`config.mk`:
```
export PLATFORM = sky130hd
export DESIGN_NAME = pipelined_barrel_shifter
export DESIGN_NICKNAME = d
export VERILOG_FILES = /design/src/rtl/pipelined_barrel_shifter.sv
export SDC_FILE = /design/constraint.sdc
export NUM_CORES = 1
export LEC_CHECK = 0
export ABC_AREA = 0
export CAP_MARGIN = 5
export CORE_MARGIN = 4
export CORE_UTILIZATION = 60
export CTS_CLUSTER_DIAMETER = 100
export DETAILED_ROUTE_END_ITERATION = 7
export GPL_TIMING_DRIVEN = 0
export PLACE_DENSITY = 0.84
export RECOVER_POWER = 100
export SLEW_MARGIN = 20
export SYNTH_ARGS = -nofsm -noshare
export SYNTH_HDL_FRONTEND = slang
export SYNTH_SLANG_ARGS = --single-unit
```
`constraint.sdc`:
```
create_clock -name clk -period 7.3 [get_ports clk]
set_input_delay 0.73 -clock clk [delete_from_list [all_inputs] [get_ports clk]]
set_output_delay 0.73 -clock clk [all_outputs]
set_load 0.05 [all_outputs]
```
`src/rtl/pipelined_barrel_shifter.sv`:
```
// Two-stage pipelined barrel shifter (LSL/LSR/ASR/ROR) with valid/ready handshaking.
// Optional carry_out port and pipeline enabled by defining BARREL_SHIFTER_CARRY_EN.
module pipelined_barrel_shifter #(
    parameter int unsigned DATA_WIDTH  = 32,
    parameter int unsigned SHAMT_WIDTH = 5
) (
    input  logic                   clk,
    input  logic                   rst_n,
    input  logic                   in_valid,
    output logic                   in_ready,
    input  logic [DATA_WIDTH-1:0]  data_in,
    input  logic [1:0]             shift_type,
    input  logic [SHAMT_WIDTH-1:0] shamt,
    output logic                   out_valid,
    input  logic                   out_ready,
    output logic [DATA_WIDTH-1:0]  data_out
`ifdef BARREL_SHIFTER_CARRY_EN
    ,
    output logic                   carry_out
`endif
);

    localparam int unsigned LO_W = SHAMT_WIDTH / 2;
    localparam int unsigned HI_W = SHAMT_WIDTH - LO_W;
    localparam logic [SHAMT_WIDTH:0] DW_S = (SHAMT_WIDTH + 1)'(DATA_WIDTH);

    localparam logic [1:0] MODE_LSL = 2'b00;
    localparam logic [1:0] MODE_LSR = 2'b01;
    localparam logic [1:0] MODE_ASR = 2'b10;
    localparam logic [1:0] MODE_ROR = 2'b11;

    // Shift by an arbitrary amount; composing two shifts equals one shift by the sum.
    function automatic logic [DATA_WIDTH-1:0] shift_data(
        input logic [DATA_WIDTH-1:0]  d,
        input logic [1:0]             mode,
        input logic [SHAMT_WIDTH-1:0] amt
    );
        logic [DATA_WIDTH-1:0] r;
        r = d;
        case (mode)
            MODE_LSL: r = d << amt;
            MODE_LSR: r = d >> amt;
            MODE_ASR: r = DATA_WIDTH'($signed(d) >>> amt);
            MODE_ROR: r = (d >> amt) | (d << (DW_S - {1'b0, amt}));
            default:  r = d;
        endcase
        return r;
    endfunction

`ifdef BARREL_SHIFTER_CARRY_EN
    localparam logic [DATA_WIDTH-1:0] ONE = DATA_WIDTH'(1);

    // Last bit shifted out; masks collapse to zero when amt is 0.
    function automatic logic shift_carry(
        input logic [DATA_WIDTH-1:0]  d,
        input logic [1:0]             mode,
        input logic [SHAMT_WIDTH-1:0] amt,
        input logic [DATA_WIDTH-1:0]  res
    );
        logic c;
        c = 1'b0;
        case (mode)
            MODE_LSL:           c = |(d & (ONE << (DW_S - {1'b0, amt})));
            MODE_LSR, MODE_ASR: c = |(d & ((ONE << amt) >> 1));
            default:            c = (amt != '0) & res[DATA_WIDTH-1];
        endcase
        return c;
    endfunction
`endif

    logic                  s1_valid;
    logic [DATA_WIDTH-1:0] s1_data;
    logic [1:0]            s1_type;
    logic [HI_W-1:0]       s1_hi;
    logic                  s2_adv;

    logic [SHAMT_WIDTH-1:0] lo_amt;
    logic [SHAMT_WIDTH-1:0] hi_amt;
    logic [DATA_WIDTH-1:0]  s1_next;
    logic [DATA_WIDTH-1:0]  s2_next;

    assign s2_adv   = ~out_valid | out_ready;
    assign in_ready = ~s1_valid | s2_adv;

    assign lo_amt  = SHAMT_WIDTH'(shamt[LO_W-1:0]);
    assign hi_amt  = {s1_hi, {LO_W{1'b0}}};
    assign s1_next = shift_data(data_in, shift_type, lo_amt);
    assign s2_next = shift_data(s1_data, s1_type, hi_amt);

`ifdef BARREL_SHIFTER_CARRY_EN
    logic s1_carry;
    logic s1_carry_next;
    logic s2_carry_next;

    assign s1_carry_next = shift_carry(data_in, shift_type, lo_amt, s1_next);
    // With no high-half shift the result and carry come straight from stage 1.
    assign s2_carry_next = (s1_hi != '0) ? shift_carry(s1_data, s1_type, hi_amt, s2_next)
                                         : s1_carry;
`endif

    // Stage 1 valid and payload.
    always_ff @(posedge clk or negedge rst_n) begin
        if (!rst_n) begin
            s1_valid <= 1'b0;
        end else if (in_ready) begin
            s1_valid <= in_valid;
        end
    end

    always_ff @(posedge clk) begin
        if (in_ready && in_valid) begin
            s1_data <= s1_next;
            s1_type <= shift_type;
            s1_hi   <= shamt[SHAMT_WIDTH-1:LO_W];
`ifdef BARREL_SHIFTER_CARRY_EN
            s1_carry <= s1_carry_next;
`endif
        end
    end

    // Stage 2 drives the outputs directly.
    always_ff @(posedge clk or negedge rst_n) begin
        if (!rst_n) begin
            out_valid <= 1'b0;
            data_out  <= '0;
`ifdef BARREL_SHIFTER_CARRY_EN
            carry_out <= 1'b0;
`endif
        end else if (s2_adv) begin
            out_valid <= s1_valid;
            if (s1_valid) begin
                data_out <= s2_next;
`ifdef BARREL_SHIFTER_CARRY_EN
                carry_out <= s2_carry_next;
`endif
            end
        end
    end

endmodule
```
==> flow_metrics.py, run 1 <==
metrics = {
    "run_status": {
        "status": "finished with violations",
        "violations": "max-capacitance violations, max-slew violations",
    },
    "sta": {
        "setup_violations": 0,
        "slew_headroom_pct": -43.0,
        "fin_skew_ps": 7.25,
        "tightest_slew_ps": 2140,
        "finalCritPeriodShare_pct": 69.3,
        "final.setup.tns_ps": 0,
        "period_needed_ps": 5060,
        "drv_slew": 84,
        "max_freq_ghz": 0.198,
        "hold_violations": 0,
        "setup_slack_ps": 2240,
        "rsz0062_at_grt": "false",
    },
    "synthesis": {
        "synth_common_cells": "135 x nand2_1, 83 x o21ai_0, 68 x nor2_1, 65 x mux2i_1, 51 x mux4_2",
        "syn_avg_cell_area_um2": 8.83,
        "synth.most_common_cell": "nand2_1",
        "synth_seq_cells": 71,
        "synthFlopType": "edfxtp_1",
        "yosysTopAreaCell": "mux4_2",
        "netlist_instances": 845,
        "synth_edf_count": 37,
        "synthTopCellsByArea": "mux4_2 15%, edfxtp_1 15%, dfrtp_1 11%",
        "yosys_warnings": 0,
        "syn_area_um2": 7460,
        "async_flop_share_pct": 47.9,
        "yosys.area.top_type_share_pct": 15.4,
        "ys_types": 73,
        "yosysSeqAreaShare_pct": 26.3,
        "synth_nets": 890,
    },
    "clocking": {
        "cts_setup_buffers": 0,
        "cts_buffers": 9,
        "cts-root-buf": "clkbuf_16",
        "tritoncts": "done",
        "cts_resized": 0,
        "clk_latency_ps": 340,
        "path_clk_slew_ps": 60,
        "cts_max_path_buffers": 2,
        "hold_buffers": 0,
        "cts_sinks": 71,
        "ctsHtreeMaxLevel": 3,
    },
    "power": {
        "switching_share_pct": 38.9,
        "seqPwrFrac_pct": 30.1,
        "internal-power_mw": 1.11,
        "power.density_nw_per_um2": 208,
        "fin_total_pwr_mw": 1.81,
        "vdd_drop_max_mv": 0.106,
        "pwr-share-comb_pct": 41.7,
        "power_frac_clock_pct": 28.2,
        "leakagePower_nw": 3.35,
        "p_switching_mw": 0.705,
    },
    "setup_path": {
        "critPathLaunchType": "flip-flop",
        "cp_data_arrival_time_ps": 5340,
        "crit_family": "buffers and inverters",
        "crit_buf_inv": 4,
        "crit_chain": "clkbuf_1 -> clkbuf_1 -> clkbuf_1 -> inv_1 -> ha_1 -> xnor2_1 -> nor3_1 -> a221oi_1 -> o21ai_0 -> o21a_1",
        "end_kind": "flip-flop",
        "critical_path_class": "flip-flop to flip-flop",
        "required_ps": 7580,
        "crit_path_frequent_cell": "clkbuf_1",
        "critical-path-max-stage-delay_ps": 1360,
        "critPathMaxFanout": 10,
        "slowest_stage": "nor3_1",
    },
    "routing": {
        "wirelength_um": 27800,
        "wl_per_cell_um": 25.2,
        "via_per_inst": 7.18,
        "via_count": 7922,
        "firstDrtPassIters": 6,
        "drt_iter0_drc": 1206,
        "drc": 0,
        "ant_nets": 0,
    },
    "run": {
        "max-cap-violations": 3,
    },
    "place": {
        "port_buffers": 75,
        "post-place-ws_ps": 4100,
        "post_dp_cell_area_um2": 8420,
        "place_congestion": 1.09,
        "hpwl_um": 20300,
    },
    "die": {
        "rows": 40,
        "die_y_um": 120,
        "start_util_pct": 61.6,
        "core_um2": 12100,
        "fp.dieArea_um2": 14300,
        "io_pins": 77,
        "die_w_um": 120,
    },
    "global_routing": {
        "first_global_vias": 7495,
        "grt_pass1_wl_um": 42600,
        "grt_overflow": 0,
        "antenna_found_initial": 0,
        "grt_use_met3_pct": 10.5,
        "grt_start_max_net_pins": 38,
        "grt-busiest-layer": "met2",
        "use_met2_pct": 59.1,
        "gr-usage-all-layers_pct": 38.8,
        "met1_usage_pct": 48.1,
    },
    "cells_and_area": {
        "drive_above_1_share_pct": 13.0,
        "n_antenna_cell": 0,
        "final_cell_area_um2": 8720,
        "seq_area_um2": 1960,
        "area_delta_synth_final_pct": 16.8,
        "multi_input_area_um2": 4860,
        "nets": 976,
        "num-fill-cells": 964,
        "fin_util_pct": 72.0,
    },
    "min_path": {
        "hp-class": "flip-flop to flip-flop",
    },
}
sequential cells by signal, indices dropped and copies added (netlist names):
name / cells
s1_hi: 3
s1_data: 32
data_out: 32
out_valid: 1
s1_valid: 1
s1_type: 2
cell type report:
cell class,count,area share (%)
plain buffers,89,6.44
clock buffers,10,2.74
clock inverters,6,1.23
inverters,8,0.344
multi-input cells,677,55.8
flip-flops and latches,71,22.5
well taps,168,2.41
repair buffers,75,8.54
worst reg2reg max path, stage by stage (launching register included):
cell	delay (ps)
edfxtp_1	320
clkbuf_1	370
clkbuf_1	690
clkbuf_1	650
inv_1	200
ha_1	270
xnor2_1	370
nor3_1	1360
a221oi_1	300
o21ai_0	310
o21a_1	160
routing by layer:
| metal | part of all wire (%) | wire, um |
|---|---|---|
| met1 | 35 | 9730 |
| met2 | 44 | 12300 |
| met3 | 13 | 3640 |
| met4 | 7.4 | 2060 |
| met5 | 0 | 0 |
worst paths after layout:
path	from	cells after the start	slack (ps)	end
worst max-delay path	s1_hi[1]	10	2240	data_out[13]
worst min-delay path	data_out[15]	2	470	data_out[15]
worst max register to register	s1_hi[1]	10	2240	data_out[13]
worst min register to register	data_out[15]	2	470	data_out[15]
max in group asynchronous	rst_n	1	5350	data_out[20]
min in group asynchronous	rst_n	1	880	data_out[14]
power groups by stage:
stage	Clock, mW	Sequential [mW]	Combinational (mW)
2_1_floorplan	0	0.671	0.373
3_3_place_gp	0	0.547	0.748
3_5_place_dp	0	0.549	0.751
4_1_cts	0.511	0.542	0.754
5_1_grt	0.532	0.550	0.791
6_report	0.512	0.545	0.757
cells in the final DEF (no fill, tap or decap), types with 23 or more instances in the layout:
master	n
clkdlybuf4s50_1	33
nor2_1	68
a21oi_1	40
nand2_1	135
clkbuf_1	50
a31oi_1	23
mux2i_1	65
edfxtp_1	37
dlygate4sd3_1	41
o21ai_0	83
mux4_2	51
dfrtp_1	34
nand3_1	38
kinds of logic (layout without fill, tap and decap cells):
kind of cell	Yosys count	count (layout)	synth area share, %
AND/OR/NAND/NOR	299	299	17.7
AO/OA/AOI/OAI	248	248	21.3
multiplexers	126	126	25.6
buffers and inverters	97	188	8.38
flip-flops	71	71	26.3
adder cells (fa/ha/maj)	2	2	0.335
XOR/XNOR	2	2	0.335
stage by stage:
step,std cells,hold slack [ps]
2_1_floorplan,845,434
3_3_place_gp,1088,462
3_5_place_dp,1088,470
4_1_cts,1104,483
5_1_grt,1104,510
6_report,1104,471
Note: power is estimated with default switching activity, not from simulation.
==> inputs of run 2 (changes only) <==
Settings changed: CORE_UTILIZATION 60 to 59, PLACE_DENSITY 0.84 to 0.82.
Clock period 7.3 ns to 5.3 ns, I/O delays scaled along.
==> flow_metrics.py, run 2 (same netlist as run 1, synthesis figures left out) <==
metrics = {
    "cells_and_area": {
        "top_regs": "data_out (32), s1_data (32), s1_hi (3)",
        "mostFrequentLayoutCells": "135 x nand2_1, 83 x o21ai_0, 68 x nor2_1",
        "drive_above_1_share_pct": 12.9,
        "final_cell_area_um2": 8650,
        "final_common_cell": "nand2_1",
        "n_antenna_cell": 0,
        "area_delta_synth_final_pct": 15.9,
        "nets": 976,
        "num-fill-cells": 999,
    },
    "setup_path": {
        "crit_chain": "clkbuf_8 -> buf_6 -> clkbuf_1 -> inv_1 -> ha_1 -> xnor2_1 -> nor3_1 -> a221oi_1 -> o21ai_0 -> o21a_1",
        "crit_family": "simple AND/OR/NAND/NOR gates",
        "critical-path-max-stage-delay_ps": 1430,
        "r2r_setup_slack_ps": 890,
        "critPathLaunchType": "flip-flop",
        "end_kind": "flip-flop",
        "critPathMaxFanout": 10,
        "crit_buf_inv": 4,
        "required_ps": 5580,
        "critical_path_class": "flip-flop to flip-flop",
        "cp_data_arrival_time_ps": 4690,
        "slowest_stage": "nor3_1",
    },
    "sta": {
        "final.setup.tns_ps": 0,
        "setup_violations": 0,
        "fin_skew_ps": 7.57,
        "drv_slew": 84,
        "holdWs_ps": 474,
        "setup_slack_ps": 887,
        "max_freq_ghz": 0.227,
        "hold_violations": 0,
        "finalCritPeriodShare_pct": 83.3,
        "rsz0062_at_grt": "false",
        "tightest_slew_ps": 2090,
        "slew_headroom_pct": -39.6,
        "period_needed_ps": 4410,
    },
    "die": {
        "start_util_pct": 61.1,
        "die_w_um": 120,
        "core_um2": 12200,
        "io_pins": 77,
        "rows": 40,
        "die_y_um": 120,
        "fp.dieArea_um2": 14500,
    },
    "routing": {
        "wirelength_um": 28900,
        "drt_iter0_drc": 1343,
        "wl_per_cell_um": 26.1,
        "via_per_inst": 7.41,
        "via_count": 8185,
        "ant_nets": 0,
        "firstDrtPassIters": 7,
        "drc": 0,
    },
    "power": {
        "fin_total_pwr_mw": 2.34,
        "power.density_nw_per_um2": 270,
        "vdd_drop_max_mv": 0.162,
        "leakagePower_nw": 3.32,
    },
    "clocking": {
        "cts_max_path_buffers": 2,
        "cts_sinks": 71,
        "ctsHtreeMaxLevel": 3,
        "path_clk_slew_ps": 60,
        "cts-root-buf": "clkbuf_16",
        "clk_latency_ps": 350,
        "hold_buffers": 0,
        "tritoncts": "done",
        "cts_setup_buffers": 0,
        "cts_resized": 0,
        "cts_buffers": 9,
    },
    "global_routing": {
        "gr-usage-all-layers_pct": 38.9,
        "grt_overflow": 0,
        "antenna_found_initial": 0,
        "first_global_vias": 7949,
        "grt_start_max_net_pins": 38,
        "grt_pass1_wl_um": 43700,
    },
    "place": {
        "hpwl_um": 21100,
        "post_dp_cell_area_um2": 8420,
        "port_buffers": 75,
        "post-place-ws_ps": 2040,
        "place_congestion": 1.13,
    },
    "run_status": {
        "violations": "max-capacitance violations, max-slew violations",
        "status": "finished with violations",
    },
    "min_path": {
        "hp-class": "flip-flop to flip-flop",
    },
    "run": {
        "max-cap-violations": 3,
    },
}
run 2: cell types whose count changed in the layout (fill, tap and decap cells not counted), sizes merged:
cell    before  now
bufinv       3    0
buf         27   29
clkinv       3    5
clkbuf      69   68
run 2: metal layers:
| metal | GRT usage, % | up-vias | share of wire (%) |
|---|---|---|---|
| met5 | 0 | - | 0 |
| met4 | 26.4 | 0 | 8.2 |
| met3 | 10.1 | 250 | 14 |
| met2 | 61.2 | 850 | 44 |
| met1 | 46.7 | 3692 | 33 |
| li1 | - | 3393 | - |
run 2: worst paths after layout:
check                             start      endpoint  depth (start not counted)
min in group asynchronous         rst_n  data_out[19]                          1
setup reg to reg               s1_hi[1]  data_out[13]                         10
hold reg to reg            data_out[15]  data_out[15]                          2
max in group asynchronous         rst_n  data_out[25]                          1
setup / recovery               s1_hi[1]  data_out[13]                         10
hold / removal             data_out[15]  data_out[15]                          2
run 2: through the flow:
step	instances	utilization [%]
finish	1104	70.8
global route	1104	70.8
CTS	1104	71.1
global placement	1088	69.0
detailed placement	1088	69.0
floorplan	845	-
run 2: power breakdown:
part	internal, mW	switching (mW)
clock network	0.312	0.226
registers	0.673	0.0787
logic	0.385	0.666
run 2: tightest hold or removal path: stages, from the launching register on:
cell and delay (ps):
dfrtp_1 340, nand2_1 40, o21ai_0 60
run 2: area by class of cell:
class	count	area, um2	share of cell area (%)
Clock buffer	11	233	2.69
Inverter	8	30.0	0.347
Sequential cell	71	1960	22.7
Clock inverter	5	25.0	0.289
Tap cell	168	210	2.43
Buffer	89	581	6.71
Timing Repair Buffer	75	744	8.61
Multi-Input combinational cell	677	4860	56.2
